===== src/rtl/fifo_pkg.sv =====
// rtl/fifo_pkg.sv - shared types and width helpers for the FIFO write-side arbiter
package fifo_pkg;

    typedef enum logic {
        IDLE = 1'b0,
        XFER = 1'b1
    } arb_state_e;

    // Index width that never collapses to zero for single-entry vectors.
    function automatic int log2_width(input int n);
        return (n > 1) ? $clog2(n) : 1;
    endfunction

endpackage


===== src/rtl/fifo_wr_arb_if.sv =====
// rtl/fifo_wr_arb_if.sv - producer/FIFO write-port bundle seen by the arbiter
interface fifo_wr_arb_if #(
    parameter int NUM_REQ   = 4,
    parameter int DATA_SZIE = 8
);
    logic [NUM_REQ-1:0]           req_valid;
    logic [NUM_REQ*DATA_SZIE-1:0] req_data;
    logic [NUM_REQ-1:0]           req_last;
    logic [NUM_REQ-1:0]           req_ready;
    logic                         fifo_wr;
    logic [DATA_SZIE-1:0]         fifo_din;
    logic                         fifo_full;
    logic [NUM_REQ-1:0]           grant;
    logic                         busy;

    modport master (
        output req_valid, req_data, req_last, fifo_full,
        input  req_ready, fifo_wr, fifo_din, grant, busy
    );

    modport slave (
        input  req_valid, req_data, req_last, fifo_full,
        output req_ready, fifo_wr, fifo_din, grant, busy
    );
endinterface


===== src/rtl/fifo_wr_arb_core.sv =====
// rtl/fifo_wr_arb_core.sv - IDLE/XFER grant FSM with burst limit and write steering
module fifo_wr_arb_core
    import fifo_pkg::*;
#(
    parameter int NUM_REQ   = 4,
    parameter int DATA_SZIE = 8,
    parameter int BURST_MAX = 4
) (
    input  logic         clk_i,
    input  logic         rstn_i,
    fifo_wr_arb_if.slave bus
);

    localparam int IDX_W = log2_width(NUM_REQ);
    localparam int CNT_W = $clog2(BURST_MAX) + 1;

    arb_state_e         state_q, state_d;
    logic [NUM_REQ-1:0] grant_q, grant_d;
    logic [IDX_W-1:0]   gidx_q, gidx_d;
    logic [IDX_W-1:0]   last_q, last_d;
    logic [CNT_W-1:0]   cnt_q, cnt_d;
    logic [NUM_REQ-1:0] arb_gnt;
    logic [IDX_W-1:0]   arb_idx;
    logic               wr;

    rr_arbiter #(
        .NUM_REQ (NUM_REQ),
        .PTR_W   (IDX_W)
    ) u_rr (
        .req_i (bus.req_valid),
        .ptr_i (last_q),
        .gnt_o (arb_gnt)
    );

    always_comb begin
        arb_idx = '0;
        for (int i = 0; i < NUM_REQ; i++) begin
            if (arb_gnt[i]) begin
                arb_idx = IDX_W'(i);
            end
        end
    end

    // Reset gates the strobe combinationally so a burst dies in the reset cycle itself.
    assign wr            = (state_q == XFER) & bus.req_valid[gidx_q] & ~bus.fifo_full & rstn_i;
    assign bus.fifo_wr   = wr;
    assign bus.req_ready = wr ? grant_q : '0;
    assign bus.fifo_din  = wr ? bus.req_data[gidx_q*DATA_SZIE +: DATA_SZIE] : '0;
    assign bus.grant     = grant_q;
    assign bus.busy      = (state_q == XFER);

    always_comb begin
        state_d = state_q;
        grant_d = grant_q;
        gidx_d  = gidx_q;
        last_d  = last_q;
        cnt_d   = cnt_q;
        case (state_q)
            IDLE: begin
                if (|bus.req_valid) begin
                    state_d = XFER;
                    grant_d = arb_gnt;
                    gidx_d  = arb_idx;
                    cnt_d   = '0;
                end
            end
            XFER: begin
                if (wr) begin
                    cnt_d = cnt_q + 1'b1;
                    if (bus.req_last[gidx_q] || cnt_d == CNT_W'(BURST_MAX)) begin
                        state_d = IDLE;
                        grant_d = '0;
                        cnt_d   = '0;
                        last_d  = gidx_q;
                    end
                end
            end
            default: state_d = IDLE;
        endcase
    end

    always_ff @(posedge clk_i) begin
        if (!rstn_i) begin
            state_q <= IDLE;
            grant_q <= '0;
            gidx_q  <= '0;
            last_q  <= IDX_W'(NUM_REQ - 1);
            cnt_q   <= '0;
        end else begin
            state_q <= state_d;
            grant_q <= grant_d;
            gidx_q  <= gidx_d;
            last_q  <= last_d;
            cnt_q   <= cnt_d;
        end
    end

endmodule


===== src/rtl/rr_arbiter.sv =====
// rtl/rr_arbiter.sv - combinational round-robin pick starting one past the pointer
module rr_arbiter
    import fifo_pkg::*;
#(
    parameter int NUM_REQ = 4,
    parameter int PTR_W   = log2_width(NUM_REQ)
) (
    input  logic [NUM_REQ-1:0] req_i,
    input  logic [PTR_W-1:0]   ptr_i,
    output logic [NUM_REQ-1:0] gnt_o
);

    logic found;

    always_comb begin
        gnt_o = '0;
        found = 1'b0;
        for (int k = 1; k <= NUM_REQ; k++) begin
            if (!found && req_i[(int'(ptr_i) + k) % NUM_REQ]) begin
                gnt_o[(int'(ptr_i) + k) % NUM_REQ] = 1'b1;
                found = 1'b1;
            end
        end
    end

endmodule


===== src/rtl/fifo_wr_arb.sv =====
// rtl/fifo_wr_arb.sv - round-robin burst arbiter sharing one sync_fifo write port
module fifo_wr_arb #(
    parameter int NUM_REQ   = 4,
    parameter int DATA_SZIE = 8,
    parameter int BURST_MAX = 4
) (
    input  logic                         clk_i,
    input  logic                         rstn_i,
    input  logic [NUM_REQ-1:0]           req_valid_i,
    input  logic [NUM_REQ*DATA_SZIE-1:0] req_data_i,
    input  logic [NUM_REQ-1:0]           req_last_i,
    output logic [NUM_REQ-1:0]           req_ready_o,
    output logic                         fifo_wr_o,
    output logic [DATA_SZIE-1:0]         fifo_din_o,
    input  logic                         fifo_full_i,
    output logic [NUM_REQ-1:0]           grant_o,
    output logic                         busy_o
);

    fifo_wr_arb_if #(
        .NUM_REQ   (NUM_REQ),
        .DATA_SZIE (DATA_SZIE)
    ) bus ();

    assign bus.req_valid = req_valid_i;
    assign bus.req_data  = req_data_i;
    assign bus.req_last  = req_last_i;
    assign bus.fifo_full = fifo_full_i;
    assign req_ready_o   = bus.req_ready;
    assign fifo_wr_o     = bus.fifo_wr;
    assign fifo_din_o    = bus.fifo_din;
    assign grant_o       = bus.grant;
    assign busy_o        = bus.busy;

    fifo_wr_arb_core #(
        .NUM_REQ   (NUM_REQ),
        .DATA_SZIE (DATA_SZIE),
        .BURST_MAX (BURST_MAX)
    ) u_core (
        .clk_i  (clk_i),
        .rstn_i (rstn_i),
        .bus    (bus)
    );

endmodule


===== config.mk =====
export PLATFORM = sky130hd
export DESIGN_NAME = fifo_wr_arb
export DESIGN_NICKNAME = d
export VERILOG_FILES = /design/src/rtl/fifo_pkg.sv /design/src/rtl/fifo_wr_arb_if.sv /design/src/rtl/fifo_wr_arb_core.sv /design/src/rtl/rr_arbiter.sv /design/src/rtl/fifo_wr_arb.sv
export SDC_FILE = /design/constraint.sdc
export NUM_CORES = 1
export LEC_CHECK = 0
export ABC_AREA = 0
export BUFFER_PORTS_ARGS = -buffer_cell sky130_fd_sc_hd__buf_4
export CORE_AREA = 5 5 58 60
export DETAILED_ROUTE_END_ITERATION = 8
export DIE_AREA = 0 0 63 65
export PLACE_DENSITY = 0.77
export SLEW_MARGIN = 5
export SYNTH_ARGS = -nofsm -noshare
export SYNTH_HDL_FRONTEND = slang
export SYNTH_SLANG_ARGS = --single-unit

===== constraint.sdc =====
create_clock -name clk_i -period 2.85 [get_ports clk_i]
set_input_delay 0.1425 -clock clk_i [delete_from_list [all_inputs] [get_ports clk_i]]
set_output_delay 0.1425 -clock clk_i [all_outputs]
set_load 0.005 [all_outputs]

# [Word level (Yosys, flattened, before mapping)]
# Cells that the tools add are included.
[totals] regBits=12 in_bits=43 output_inout_bits=18
[op_classes] addsub=5 order_cmp=9 eq_ne=4 shift=1 mux=48 bitwise=12 reduce_logical=20
[ops] operator="$mux 4" n=8
[ops] operator="$shiftx 32x6->8" n=1
[ops] operator="$mux 1" n=21
[ops] operator="$lt 3x4->1 const B" n=4
[ops] operator="$bmux 1 s2" n=6
[ops] operator="$ge 3x1->1 const B" n=4
[ops] operator="$or 4x4->4" n=3
[ops] operator="$mux 3" n=3
[ops] operator="$demux 1 s2" n=4
[ops] operator="$mux 8" n=1
[ops] operator="$pmux 4 s2" n=1
[ops] operator="$reduce_or 2->1" n=4
[ops] operator="$logic_and 1x1->1" n=7
[ops] operator="$pmux 3 s2" n=1
[ops] operator="$reduce_and 3->1" n=2
[ops] operator="$add 2x1->2 const B" n=2
[ops] operator="$add 2x2->2 const B" n=2
[ops] operator="$and 1x1->1 const A" n=4
[ops] operator="$mux 2" n=2
[ops] operator="$ne 2x2->1 const B" n=2
[ops] operator="$reduce_and 2->1" n=2
[ops] operator="$reduce_or 4->1" n=1
[ops] operator="$add 3x1->3 const B" n=1
[ops] operator="$and 1x1->1" n=3
[ops] operator="other kinds (7)" n=10

# [Longest topological paths before layout]
# Gate-level depths: netlist (run 1).
[depth] word_depth=19 ltp_mapped=9

# [Cells and area by module]
# Synthesis (run 1) repeated with hierarchy kept, for this count alone.
[hier_totals] hier_cells=128 hier_area_um2=1248.7
[by_module_without_submodules] module="fifo_wr_arb_core" n_inst=1 cells_per_inst=90 area_each_um2=890.9
[by_module_without_submodules] module="rr_arbiter" n_inst=1 cells_per_inst=38 area_each_um2=357.8

# [Worst setup path before layout (run 1)]
# Ideal clock, no wire load.
[synth_path] path_kind="reg2reg" start="register u_core.last_q[0]" end="register u_core.grant_q[2], in the netlist u_core.bus.grant[2]" arrival_ps=2103 setup_slack_ps=681 path_stages_with_launch=10 synth_period_minus_slack_ps=2169 path_cell_list="dfxtp_1 > buf_6 > inv_1 > ha_1 > mux4_2 > buf_6 > nor4b_4 > a22oi_1 > a21o_1 > a21oi_2"
[synth_between] elab_chain_cells=16 word_cells_on_any_way=62 classes_between="add/sub (4); order compare (8); mux (29); bitwise (7); reduce/logical (14)"
[synth_lines] item="from (decl)" line_no="fifo_wr_arb_core.sv:20" source="logic [IDX_W-1:0] last_q, last_d;"
[synth_lines] item="from (signal assigned)" line_no="fifo_wr_arb_core.sv:87" source="last_q <= IDX_W'(NUM_REQ - 1);"
[synth_lines] item="from (signal assigned)" line_no="fifo_wr_arb_core.sv:93" source="last_q <= last_d;"
[synth_lines] item="$add 2x1->2" line_no="rr_arbiter.sv:19, rr_arbiter.sv:20"
[synth_lines] item="$reduce_or 2->1 (no source line) / $bmux 1 s2 (equally long branches)"
[synth_lines] item="$and 1x1->1 (no source line) / $mux 1 (equally long branches)"
[synth_lines] item="$lt 3x4->1 (implied by the code) (tied with other cells)" line_no="rr_arbiter.sv:20" source="gnt_o[(int'(ptr_i) + k) % NUM_REQ] = 1'b1;"
[synth_lines] item="$logic_and 1x1->1 (implied by the code) / $mux 1 (equally long branches)" line_no="rr_arbiter.sv:20, rr_arbiter.sv:19"
[synth_lines] item="$mux 1 (implied by the code) / $logic_not 1->1 (equally long branches)" line_no="rr_arbiter.sv:20, rr_arbiter.sv:19"
[synth_lines] item="$demux 1 s2 / $logic_and 1x1->1 (equally long branches)" line_no="rr_arbiter.sv:20, rr_arbiter.sv:19"
[synth_lines] item="$mux 4 / $mux 1 (equally long branches)" line_no="rr_arbiter.sv:19" source="if (!found && req_i[(int'(ptr_i) + k) % NUM_REQ]) begin"
[synth_lines] item="$or 4x4->4 (no source line) / $logic_not 1->1 (equally long branches)"
[synth_lines] item="$mux 4 / $logic_and 1x1->1 (equally long branches)" line_no="rr_arbiter.sv:19"
[synth_lines] item="$or 4x4->4 (no source line) / $mux 1 (equally long branches)"
[synth_lines] item="$mux 4 / $logic_not 1->1 (equally long branches)" line_no="rr_arbiter.sv:19"
[synth_lines] item="$or 4x4->4 (no source line) / $logic_and 1x1->1 (equally long branches)"
[synth_lines] item="$mux 4 *" line_no="rr_arbiter.sv:19"
[synth_lines] item="$mux 4 *" line_no="fifo_wr_arb_core.sv:60" source="if (|bus.req_valid) begin"
[synth_lines] item="$pmux 4 s2 *" line_no="fifo_wr_arb_core.sv:58" source="case (state_q)"
[synth_lines] item="to (signal assigned)" line_no="fifo_wr_arb_core.sv:91" source="grant_q <= grant_d;"
[synth_lines] item="to (decl)" line_no="fifo_wr_arb_core.sv:18" source="logic [NUM_REQ-1:0] grant_q, grant_d;"
# Every way passes the cells marked *; elsewhere a longest branch is shown, timed or not. The select of a mux whose other input is x is not followed.
# A chain may end at the register's enable or synchronous reset.

# [Final worst setup path (run 1)]
# Ends and elaborated chain as after synthesis.

==> key figures, run 1 <==
STA
  • Worst slew pin tran: approximately 0.55 ns
  • Final Slew Violations: 0
  • Post-route worst hold slack: between 0.09 and 0.1 ns
  • Final hold vios: 0
  • Share of the clock period used by the worst path: between 80 and 90%
  • Worst path setup slack after routing: approximately 0.37 ns
  • Clock Skew: about 0.0033 ns
  • RSZ-0062 raised after global routing: false
  • Setup TNS Final: 0 ns
  • Achievable Freq: around 400 MHz
  • Final critical path time including I/O delays and setup: between 2 and 2.5 ns
  • Max-slew headroom: between 60% and 70%
  • Setup-failing EPs final: 0

Synth
  • Number of synthesis warnings: 0
  • Number of distinct library cell variants in the gate-level netlist after synthesis: 39
  • Nets in the synthesized netlist: ~170
  • Fraction of post-synthesis cell area in the top cell type by area: approximately 25%
  • Dominant cell type by area after synthesis: sky130_fd_sc_hd__mux4_2
  • Top cells by area in the synthesized netlist: sky130_fd_sc_hd__mux4_2, sky130_fd_sc_hd__dfxtp_1, sky130_fd_sc_hd__ha_1
  • Number of synthesized register bits: 12
  • Count of mapped cells out of synthesis: 120
  • Asr flop ratio synth: 0%
  • Avg Cell Area, Syn: 9.96 µm²
  • Number of enable flip-flop cells after synthesis: 0
  • Post-synth top flop: sky130_fd_sc_hd__dfxtp_1
  • Total standard cell area after synthesis: around 1200 µm²
  • Proportion of synthesized chip area in sequential cells: between 20% and 30%

Detailed routing
  • Met2 routed wirelength: 1920 µm
  • Met1 wire length: about 1300 µm
  • Number of antenna-violating nets in the routed design: 0
  • Total length of routed met3 wires: between 200 and 300 µm
  • Starting DRT DRC Count: 29
  • DRC violations left: 0
  • Wire length per cell: about 17 µm
  • Vias after detailed routing: around 1,200
  • Number of vias per cell after detailed routing: between 5 and 6
  • Highest metal used: met4
  • Detailed-routing iteration count for the pre-antenna-repair pass: 4
  • Total Wirelength: 3530 µm

Die
  • Die height: 65 µm
  • Number of ports placed on the die boundary: a little over 60
  • Width of the chip: approximately 63 µm
  • Starting density of the core: between 40% and 50%
  • Area of the core region: roughly 2900 µm²
  • Core Rows: 20
  • Floorplan die area: approximately 4100 µm²

Pwr
  • Net switching power figure: between 0.1 and 0.15 mW
  • Clock share of power: between 20% and 30%
  • Worst VDD drop: ~170 µV
  • Sequential cell fraction of total power: between 30% and 40%
  • Part of the power in combinational logic: 37.1%
  • Fraction of power spent switching nets: roughly 29%
  • Power per cell area: around 300 nW/µm²
  • Internal: around 0.37 mW
  • Leak Pwr: 0.792 nW

Global route
  • Largest net degree at the start of global routing: 19
  • Number of global-route vias before repair: about 1,300
  • Antenna violations before repair: 0
  • Overall fraction of global-route tracks in use: around 17%
  • Wire length of the first global-routing pass: between 5000 and 6000 µm
  • Total grt overflow: 0

Critical path
  • Category of the worst setup path capture point: flip-flop
  • FF-to-FF Start: u_core.last_q[0]
  • Setup crit end: u_core.bus.grant[2]
  • Reg-to-reg endpoint: u_core.bus.grant[2]
  • Worst Reg2Reg Path Length in Cells: 7
  • Endpoint arrival time on the critical path: between 2 and 3 ns
  • Crit path launch: u_core.last_q[0]
  • Worst Path Class, Setup: reg2reg
  • Launching element type of the critical path: flip-flop
  • Highest net fanout along the worst path: 10
  • Setup slack on the worst flop-to-flop path: between 0.3 and 0.4 ns
  • Req. time, crit path: 3.06 ns

Finish
  • Inserted Diodes: 0
  • Final std cells w/o fill: between 200 and 250
  • Post-route design area: ~1700 µm²
  • Ratio of cells with drive above 1 in the final layout: between 40% and 50%
  • Final net count: about 230
  • Growth of design area from synthesis to finish: 42.3%
  • Filler cell count: between 200 and 250

Clock network
  • Clock Sink Count: 12
  • Clock-pin slew on the worst setup and hold paths: roughly 0.08 ns
  • Root buffer cell: sky130_fd_sc_hd__clkbuf_4
  • Post-CTS setup repair buffer count: 0
  • CTS Hold Bufs: 0
  • Clock latency on the worst-skew pair: 0.27 ns
  • Count of H-tree levels built during CTS: 1
  • Number of CTS-inserted buffers: 3
  • Clock tree from TritonCTS: done
  • Maximum buffer depth of the clock tree: 2
  • Count of instances resized after the clock tree is built: 0

Place
  • Cell count after placement: between 200 and 250
  • Number of buffers inserted by port buffering: 60
  • Post-detailed-placement half-perimeter wirelength: roughly 2900 µm
  • Post-placement worst setup slack: approximately 0.39 ns
  • Final GP Congestion: 0.748
  • Cell area after placement: ~1700 µm²

Hold path
  • Tightest Hold Check Type: in2reg

Status
  • Result of the run: finished, final reports clean

Flow run
  • # Max-Cap Violations: 0
layout by cell type, fill, tap and decap left out, types with 2 or more instances in the layout:
cell and count:
sky130_fd_sc_hd__mux4_2 13, sky130_fd_sc_hd__a21o_1 2, sky130_fd_sc_hd__buf_4 62, sky130_fd_sc_hd__nor2_1 6, sky130_fd_sc_hd__ha_1 10, sky130_fd_sc_hd__inv_1 4
sky130_fd_sc_hd__nand2_1 8, sky130_fd_sc_hd__nand3_1 7, sky130_fd_sc_hd__o21ai_0 3, sky130_fd_sc_hd__and2_1 14, sky130_fd_sc_hd__nor3_1 2, sky130_fd_sc_hd__clkbuf_4 3
sky130_fd_sc_hd__nor4_1 2, sky130_fd_sc_hd__a21oi_1 7, sky130_fd_sc_hd__a221oi_1 2, sky130_fd_sc_hd__dfxtp_1 12
cell usage after synthesis (2+ instances only):
library cell and number:
sky130_fd_sc_hd__o21ai_0 3, sky130_fd_sc_hd__a21oi_1 7, sky130_fd_sc_hd__clkbuf_1 2, sky130_fd_sc_hd__buf_1 2, sky130_fd_sc_hd__dfxtp_1 12, sky130_fd_sc_hd__nor4_1 2, sky130_fd_sc_hd__ha_1 10, sky130_fd_sc_hd__buf_6 2
sky130_fd_sc_hd__and2_1 14, sky130_fd_sc_hd__mux4_2 13, sky130_fd_sc_hd__nor2_1 6, sky130_fd_sc_hd__nand2_1 8, sky130_fd_sc_hd__a21o_1 2, sky130_fd_sc_hd__nand3_1 7, sky130_fd_sc_hd__inv_1 4, sky130_fd_sc_hd__a221oi_1 2
sky130_fd_sc_hd__nor3_1 2
worst max-delay path: stages (launching register included):
cell	delay, ns
sky130_fd_sc_hd__dfxtp_1	0.59
sky130_fd_sc_hd__inv_1	0.17
sky130_fd_sc_hd__ha_1	0.36
sky130_fd_sc_hd__mux4_2	0.44
sky130_fd_sc_hd__nor4b_4	0.37
sky130_fd_sc_hd__a22oi_1	0.18
sky130_fd_sc_hd__a21o_1	0.21
sky130_fd_sc_hd__a21oi_2	0.10
power groups by stage:
stage	sequential [mW]	combinational, mW	clock (mW)
after CTS	0.191	0.193	0.138
after global routing	0.194	0.210	0.149
final	0.191	0.192	0.134
after detailed placement	0.195	0.192	0
after global placement	0.194	0.186	0
after floorplan	0.189	0.116	0
flip-flops by register name, summed over array words and instances (netlist names):
| register | cells |
|---|---|
| u_core.last_q | 2 |
| u_core.bus.busy | 1 |
| u_core.bus.grant | 4 |
| u_core.gidx_q | 2 |
| u_core.cnt_q | 3 |
worst min path at each step:
stage,from,end,slack (ns),cells after the start
finish,rstn_i,u_core.last_q[1],0.1,2
global route,rstn_i,u_core.last_q[1],0.07,2
CTS,rstn_i,u_core.last_q[1],0.09,2
detailed placement,rstn_i,u_core.last_q[1],0.38,2
global placement,rstn_i,u_core.last_q[1],0.37,2
floorplan,rstn_i,u_core.last_q[0],0.21,1
per-layer routing:
layer / vias to the layer above / GRT usage, %
met5: - / 0
met4: 0 / 6.37
met3: 6 / 5.03
met2: 58 / 33.6
met1: 590 / 17.2
li1: 575 / -
cell families after synthesis:
family	synth area share, %
DFF	20.1
muxes	26.7
xor gates and xnor gates	0.733
buffers and inverters	4.71
AOI/OAI and AO/OA	14.7
adders and majority gates	10.5
and+or+nand+nor	22.6
cell type report:
type	count	area, µm²	area share [%]
Tap cell	33	41.3	2.43
Multi-Input combinational cell	97	898	52.8
Sequential cell	12	240	14.1
Inverter	5	18.8	1.10
Timing Repair Buffer	62	465	27.4
Clock buffer	4	36.3	2.13
per-stage QoR:
step	utilization, %	power, mW
final	59.1	0.517
after global routing	59.1	0.553
after CTS	59.1	0.522
after detailed placement	57.8	0.387
after global placement	57.8	0.380
after floorplan	-	0.304
(Power assumes the default switching activity.)
==> run 2, diff against run 1 <==
--- a/config.mk
+++ b/config.mk
@@ -5,11 +5,11 @@
 export SDC_FILE = /design/constraint.sdc
 export NUM_CORES = 1
 export LEC_CHECK = 0
-export ABC_AREA = 0
+export ABC_AREA = 1
 export BUFFER_PORTS_ARGS = -buffer_cell sky130_fd_sc_hd__buf_4
-export CORE_AREA = 5 5 58 60
+export CORE_AREA = 5 5 60 62
 export DETAILED_ROUTE_END_ITERATION = 8
-export DIE_AREA = 0 0 63 65
+export DIE_AREA = 0 0 65 67
 export PLACE_DENSITY = 0.77
 export SLEW_MARGIN = 5
 export SYNTH_ARGS = -nofsm -noshare
==> key figures, run 2 <==
Global route
  • Antenna violations before repair: 0 (unchanged)
  • Largest net degree at the start of global routing: 22 (+3)
  • Wire length of the first global-routing pass: 6360 µm (+11%)
  • Overall fraction of global-route tracks in use: 17.9% (+0.58 points)
  • Number of global-route vias before repair: 1,435 (+13%)
  • Total grt overflow: 0 (unchanged)

Synth
  • Asr flop ratio synth: 0% (unchanged)
  • Number of synthesis warnings: 0 (unchanged)
  • Number of distinct library cell variants in the gate-level netlist after synthesis: 26 (-33%)
  • Number of enable flip-flop cells after synthesis: 0 (unchanged)
  • Top post-synthesis cells by count: sky130_fd_sc_hd__nand2_1, sky130_fd_sc_hd__nor2_1, sky130_fd_sc_hd__nand3_1, sky130_fd_sc_hd__a21oi_1, sky130_fd_sc_hd__o21ai_0
  • Proportion of synthesized chip area in sequential cells: 18.1% (-2.0 points)
  • Total standard cell area after synthesis: 1330 µm² (+11%)
  • Number of synthesized register bits: 12 (unchanged)
  • Fraction of post-synthesis cell area in the top cell type by area: 18.1% (-6.4 points)
  • Top cells by area in the synthesized netlist: sky130_fd_sc_hd__dfxtp_1, sky130_fd_sc_hd__nand2_1, sky130_fd_sc_hd__nor2_1
  • Avg Cell Area, Syn: 5.99 µm² (-40%)
  • Post-synth top flop: sky130_fd_sc_hd__dfxtp_1
  • Count of mapped cells out of synthesis: 222 (+85%)
  • Dominant cell type by area after synthesis: sky130_fd_sc_hd__dfxtp_1
  • Nets in the synthesized netlist: 275 (+59%)
  • Most common cell in the synthesized netlist: sky130_fd_sc_hd__nand2_1

Finish
  • Post-Route Utilization: 61.2% (+2.1 points)
  • Commonest cells after routing, fill and taps aside: sky130_fd_sc_hd__buf_4, sky130_fd_sc_hd__nand2_1, sky130_fd_sc_hd__nor2_1
  • Number of flip-flops in the largest register: 4 (unchanged)
  • Inserted Diodes: 0 (unchanged)
  • Commonest non-fill, non-tap cell in the layout: sky130_fd_sc_hd__buf_4
  • Filler cell count: 323 (+37%)
  • Growth of design area from synthesis to finish: 37.0%
  • Final std cells w/o fill: 313 (+47%)
  • Final net count: 334 (+43%)
  • Ratio of cells with drive above 1 in the final layout: 28.9% (-19 points)

Die
  • Starting density of the core: 44.7% (+3.1 points)
  • Width of the chip: 65 µm (+3.2%)
  • Area of the core region: 2980 µm² (+3.5%)
  • Core Rows: 20 (unchanged)
  • Floorplan die area: 4360 µm² (+6.3%)
  • Die height: 67 µm (+3.1%)
  • Number of ports placed on the die boundary: 61 (unchanged)

Detailed routing
  • Vias after detailed routing: 1,564 (+27%)
  • DRC violations left: 0 (unchanged)
  • Starting DRT DRC Count: 99 (+240%)
  • Wire length per cell: 12.2 µm (-27%)
  • Total Wirelength: 3800 µm (+7.9%)
  • Number of vias per cell after detailed routing: 5.00 (-13%)
  • Number of antenna-violating nets in the routed design: 0 (unchanged)
  • Detailed-routing iteration count for the pre-antenna-repair pass: 4 (unchanged)

Critical path
  • Worst Path Class, Setup: reg2reg
  • Slowest CP cell: sky130_fd_sc_hd__dfxtp_1
  • Worst-path cell chain: inv_6, ha_1, inv_1, nand3_2, nand2_4, nand2_4, nor2_4, nand2_1, nand3b_1, nand2_1, a21oi_1
  • Top cell family by delay on the critical path: simple AND/OR/NAND/NOR gates
  • Maximum cell stage delay along the critical path: 0.62 ns (+0.03 ns)
  • Highest net fanout along the worst path: 12 (+2)
  • Req. time, crit path: 3.06 ns (about the same)
  • Launching element type of the critical path: flip-flop
  • Category of the worst setup path capture point: flip-flop
  • Combined buffer and inverter count along the critical path: 2 (+1)
  • Endpoint arrival time on the critical path: 2.28 ns (-0.41 ns)

STA
  • Final Slew Violations: 0 (unchanged)
  • Post-route worst hold slack: 0.117 ns (+0.0223 ns)
  • Clock Skew: 0.00733 ns (+0.00404 ns)
  • Worst slew pin tran: 0.483 ns (-0.0710 ns)
  • Worst path setup slack after routing: 0.777 ns (+0.412 ns)
  • Final hold vios: 0 (unchanged)
  • Share of the clock period used by the worst path: 72.7% (-14 points)
  • Final critical path time including I/O delays and setup: 2.07 ns (-0.412 ns)
  • Setup TNS Final: 0 ns (unchanged)
  • Achievable Freq: 482 MHz (+20%)
  • Max-slew headroom: 67.8% (+5.0 points)
  • RSZ-0062 raised after global routing: false
  • Setup-failing EPs final: 0 (unchanged)

Place
  • Number of buffers inserted by port buffering: 60 (unchanged)
  • Final GP Congestion: 0.858 (+15%)
  • Cell count after placement: 309 (+48%)
  • Post-placement worst setup slack: 0.790 ns (+0.397 ns)
  • Post-detailed-placement half-perimeter wirelength: 2930 µm (+1.4%)

Pwr
  • Power per cell area: 310 nW/µm² (+2.0%)
  • Worst VDD drop: 209 µV (+20%)
  • Leak Pwr: 0.941 nW (+19%)

Flow run
  • # Max-Cap Violations: 0 (unchanged)

Clock network
  • Clock tree from TritonCTS: done
  • Number of CTS-inserted buffers: 3 (unchanged)
  • Clock latency on the worst-skew pair: 0.28 ns (about the same)
  • Count of instances resized after the clock tree is built: 0 (unchanged)
  • Root buffer cell: sky130_fd_sc_hd__clkbuf_4
  • Count of H-tree levels built during CTS: 1 (unchanged)
  • Post-CTS setup repair buffer count: 0 (unchanged)
  • Clock-pin slew on the worst setup and hold paths: 0.08 ns (about the same)
  • CTS Hold Bufs: 0 (unchanged)
  • Maximum buffer depth of the clock tree: 2 (unchanged)
  • Clock Sink Count: 12 (unchanged)

Hold path
  • Tightest Hold Check Type: in2reg

Status
  • Result of the run: finished, final reports clean
-- run 2: changes by cell type in the layout (fill, tap and decap cells not counted), sizes merged, moves of 14 or more --
cell   delta
nand2    +41
nor2     +38
nand3    +24
and2     -15
inv      +15
o21ai    +15
mux4     -14
-- run 2: logic make-up (layout without fill, tap and decap cells) --
kind of cell             after synthesis  in the layout  share of synthesized area, %
AO/OA/AOI/OAI                         43             43                          18.1
XOR/XNOR                               1              1                         0.659
buffers and inverters                 29             87                          10.2
flip-flops                            12             12                          18.1
AND/OR/NAND/NOR                      127            127                          43.7
adder cells (fa/ha/maj)               10             10                          9.41
-- run 2: layer usage --
metal  part of all wire (%)  global-route usage [%]
met1                     48                    23.1
met4                   0.81                    3.43
met3                    6.3                    3.88
met2                     45                    30.8
met5                      0                       0
-- run 2: final timing paths --
path | slack [ns] | start | to | depth (start not counted)
max | 0.78 | u_core.last_q[0] | u_core.bus.grant[1] | 11
min | 0.12 | rstn_i | u_core.last_q[1] | 2
max reg2reg | 0.78 | u_core.last_q[0] | u_core.bus.grant[1] | 11
min reg2reg | 0.50 | u_core.cnt_q[2] | u_core.cnt_q[2] | 2
-- run 2: final cells by class --
| type | count | area [µm²] | area share [%] |
|---|---|---|---|
| Inverter | 21 | 83.8 | 4.60 |
| Multi-Input combinational cell | 181 | 955 | 52.4 |
| Timing Repair Buffer | 62 | 465 | 25.5 |
| Clock buffer | 4 | 36.3 | 1.99 |
| Tap cell | 33 | 41.3 | 2.27 |
| Sequential cell | 12 | 240 | 13.2 |
-- run 2: power breakdown --
group          switching, mW  total (mW)  internal, mW
combinational          0.132       0.237         0.105
sequential           0.00991       0.188         0.178
clock                 0.0626       0.140        0.0777
total                  0.204       0.565         0.361
-- run 2: metrics by stage --
| step | instance area [µm²] | power, mW |
|---|---|---|
| finish | 1820 | 0.565 |
| global route | 1820 | 0.610 |
| CTS | 1820 | 0.568 |
| detailed placement | 1790 | 0.429 |
| global placement | 1790 | 0.427 |
| floorplan | 1330 | 0.341 |
-- run 2: worst reg2reg max path, cell delays in order (launching register included) --
cell	delay (ns)
sky130_fd_sc_hd__dfxtp_1	0.62
sky130_fd_sc_hd__inv_6	0.11
sky130_fd_sc_hd__ha_1	0.36
sky130_fd_sc_hd__inv_1	0.10
sky130_fd_sc_hd__nand3_2	0.14
sky130_fd_sc_hd__nand2_4	0.13
sky130_fd_sc_hd__nand2_4	0.07
sky130_fd_sc_hd__nor2_4	0.13
sky130_fd_sc_hd__nand2_1	0.06
sky130_fd_sc_hd__nand3b_1	0.10
sky130_fd_sc_hd__nand2_1	0.06
sky130_fd_sc_hd__a21oi_1	0.12
==> run 3, diff against run 2 <==
--- a/config.mk
+++ b/config.mk
@@ -7,10 +7,10 @@
 export LEC_CHECK = 0
 export ABC_AREA = 1
 export BUFFER_PORTS_ARGS = -buffer_cell sky130_fd_sc_hd__buf_4
-export CORE_AREA = 5 5 60 62
+export CORE_AREA = 5 5 63 65
 export DETAILED_ROUTE_END_ITERATION = 8
-export DIE_AREA = 0 0 65 67
-export PLACE_DENSITY = 0.77
+export DIE_AREA = 0 0 68 70
+export PLACE_DENSITY = 0.73
 export SLEW_MARGIN = 5
 export SYNTH_ARGS = -nofsm -noshare
 export SYNTH_HDL_FRONTEND = slang
==> constraint.sdc (replaced) <==
create_clock -name clk_i -period 1.72 [get_ports clk_i]
set_input_delay 0.086 -clock clk_i [delete_from_list [all_inputs] [get_ports clk_i]]
set_output_delay 0.086 -clock clk_i [all_outputs]
set_load 0.005 [all_outputs]
==> key figures, run 3 (synthesized netlist as in run 2, its figures left out) <==
Critical path
  • Worst-path cell chain: inv_1, nor3_2, nand2_1, a31oi_4, inv_4, a21oi_1, buf_4
  • Launching element type of the critical path: flip-flop
  • Worst Path Class, Setup: reg2out
  • Highest net fanout along the worst path: 16 (+4)
  • Category of the worst setup path capture point: output pin
  • Slowest CP cell: sky130_fd_sc_hd__dfxtp_2
  • Maximum cell stage delay along the critical path: 0.36 ns (-0.26 ns)
  • Combined buffer and inverter count along the critical path: 3 (+1)
  • Endpoint arrival time on the critical path: 1.59 ns (-0.69 ns)
  • Top cell family by delay on the critical path: flip-flops
  • Req. time, crit path: 1.63 ns (-1.43 ns)

STA
  • Final critical path time including I/O delays and setup: between 1.5 and 2 ns
  • Final hold vios: 0 (unchanged)
  • Max-slew headroom: 77.9% (+10 points)
  • RSZ-0062 raised after global routing: true
  • Setup-failing EPs final: 0 (unchanged)
  • Share of the clock period used by the worst path: a little over nine tenths
  • Clock Skew: 0.00571 ns (-0.00162 ns)
  • Final Slew Violations: 0 (unchanged)
  • Worst path setup slack after routing: 0.0453 ns (-0.732 ns)
  • Worst slew pin tran: 0.329 ns (-0.154 ns)
  • Achievable Freq: roughly 600 MHz

Detailed routing
  • Number of antenna-violating nets in the routed design: 0 (unchanged)
  • Vias after detailed routing: 1,677 (+7.2%)
  • Wire length per cell: 12.7 µm (+4.7%)
  • Number of vias per cell after detailed routing: 4.92 (-1.6%)
  • Detailed-routing iteration count for the pre-antenna-repair pass: 4 (unchanged)
  • DRC violations left: 0 (unchanged)
  • Total Wirelength: 4340 µm (+14%)
  • Starting DRT DRC Count: 52 (-47%)

Global route
  • Largest net degree at the start of global routing: 17 (-23%)
  • Number of global-route vias before repair: 1,436 (+0.070%)
  • Met2 global-route usage: 28.4% (-2.4 points)
  • Total grt overflow: 0 (unchanged)
  • Antenna violations before repair: 0 (unchanged)
  • Overall fraction of global-route tracks in use: 17.6% (-0.34 points)
  • Wire length of the first global-routing pass: 6680 µm (+5.0%)
  • Layer carrying the most global-route usage: met2
  • Met3 Use GR: 5.61% (+1.7 points)
  • GR Layer Usage met1: 22.3% (-0.80 points)

Finish
  • Number of flip-flops in the largest register: 4 (unchanged)
  • Area taken by flip-flops and latches: 248 µm² (+3.1%)
  • Post-Route Utilization: 61.2% (about the same)
  • Filler cell count: 331 (+2.5%)
  • Commonest cells after routing, fill and taps aside: sky130_fd_sc_hd__buf_4, sky130_fd_sc_hd__nand2_1, sky130_fd_sc_hd__nor2_1
  • Footprint of the multi-input gates: 997 µm² (+4.5%)
  • Growth of design area from synthesis to finish: 51.1%
  • Final net count: 349 (+4.5%)
  • Ratio of cells with drive above 1 in the final layout: 36.6% (+7.7 points)
  • Inserted Diodes: 0 (unchanged)
  • Commonest non-fill, non-tap cell in the layout: sky130_fd_sc_hd__buf_4

Die
  • Die height: 70 µm (+4.5%)
  • Floorplan die area: 4760 µm² (+9.3%)
  • Starting density of the core: 40.5% (-4.2 points)
  • Area of the core region: 3280 µm² (+10%)
  • Number of ports placed on the die boundary: 61 (unchanged)
  • Width of the chip: 68 µm (+4.6%)
  • Core Rows: 21 (+5.0%)

Clock network
  • Count of H-tree levels built during CTS: 1 (unchanged)
  • Clock Sink Count: 12 (unchanged)
  • Number of CTS-inserted buffers: 3 (unchanged)
  • Clock tree from TritonCTS: done
  • CTS Hold Bufs: 0 (unchanged)
  • Clock latency on the worst-skew pair: 0.28 ns (about the same)
  • Root buffer cell: sky130_fd_sc_hd__clkbuf_4
  • Clock-pin slew on the worst setup and hold paths: 0.08 ns (about the same)
  • Maximum buffer depth of the clock tree: 2 (unchanged)

Place
  • Final GP Congestion: 0.862 (+0.49%)
  • Post-placement worst setup slack: 0.143 ns (-0.647 ns)
  • Number of buffers inserted by port buffering: 60 (unchanged)
  • Post-detailed-placement half-perimeter wirelength: 3320 µm (+13%)

Status
  • Result of the run: finished, final reports clean

Pwr
  • Worst VDD drop: 567 µV (+170%)
  • Power per cell area: 499 nW/µm² (+61%)
  • Final Total Pwr: 1.00 mW (+77%)
  • Leak Pwr: 1.01 nW (+7.2%)

Flow run
  • # Max-Cap Violations: 0 (unchanged)

Hold path
  • Tightest Hold Check Type: in2reg
==> run 3: cell count changes in the layout (fill, tap and decap cells not counted), sizes merged <==
cell | before | now
inv | 20 | 19
clkinvlp | 0 | 1
buf | 62 | 77
==> run 3: metal layers <==
| layer | share of wire, % | vias up |
|---|---|---|
| li1 | - | 878 |
| met1 | 42 | 729 |
| met2 | 44 | 66 |
| met3 | 12 | 4 |
| met4 | 1.1 | 0 |
| met5 | 0 | - |
==> run 3: layout make-up <==
cell class	count	share of cell area [%]
inverter	21	4.61
sequential	12	12.3
multi-input combinational	181	49.6
clock buffer	4	1.81
timing repair buffer	77	28.8
tap	46	2.86
==> run 3: repair_timing <==
item | CTS | global route
pin swaps | 0 | 2
gates resized for setup | 2 | 12
setup endpoints to repair | 12 | 15
hold endpoints to repair | 0 | 0
setup buffers | 1 | 6
==> run 3: report_power, final <==
part / internal (mW) / leakage [nW] / switching [mW]
clock network: 0.129 / 0.0210 / 0.102
logic: 0.215 / 0.889 / 0.243
registers: 0.295 / 0.0979 / 0.0181
==> run 3: metrics by stage <==
stage	hold WS (ns)	setup TNS, ns	area [µm²]	instances
global route	0.0561	-0.548	2010	341
detailed placement	0.351	0	1880	330
global placement	0.354	0	1880	330
finish	0.0614	0	2010	341
CTS	0.0710	0	1920	335
floorplan	0.185	0	1350	222
==> run 3: path summary, 6_finish.rpt <==
kind	startpoint	end	slack (ns)	depth (start not counted)
hold / removal	rstn_i	u_core.last_q[1]	0.06	2
setup reg to reg	u_core.last_q[0]	u_core.gidx_q[0]	0.06	11
setup / recovery	u_core.bus.busy	fifo_din_o[2]	0.05	7
hold reg to reg	u_core.cnt_q[2]	u_core.cnt_q[2]	0.50	2
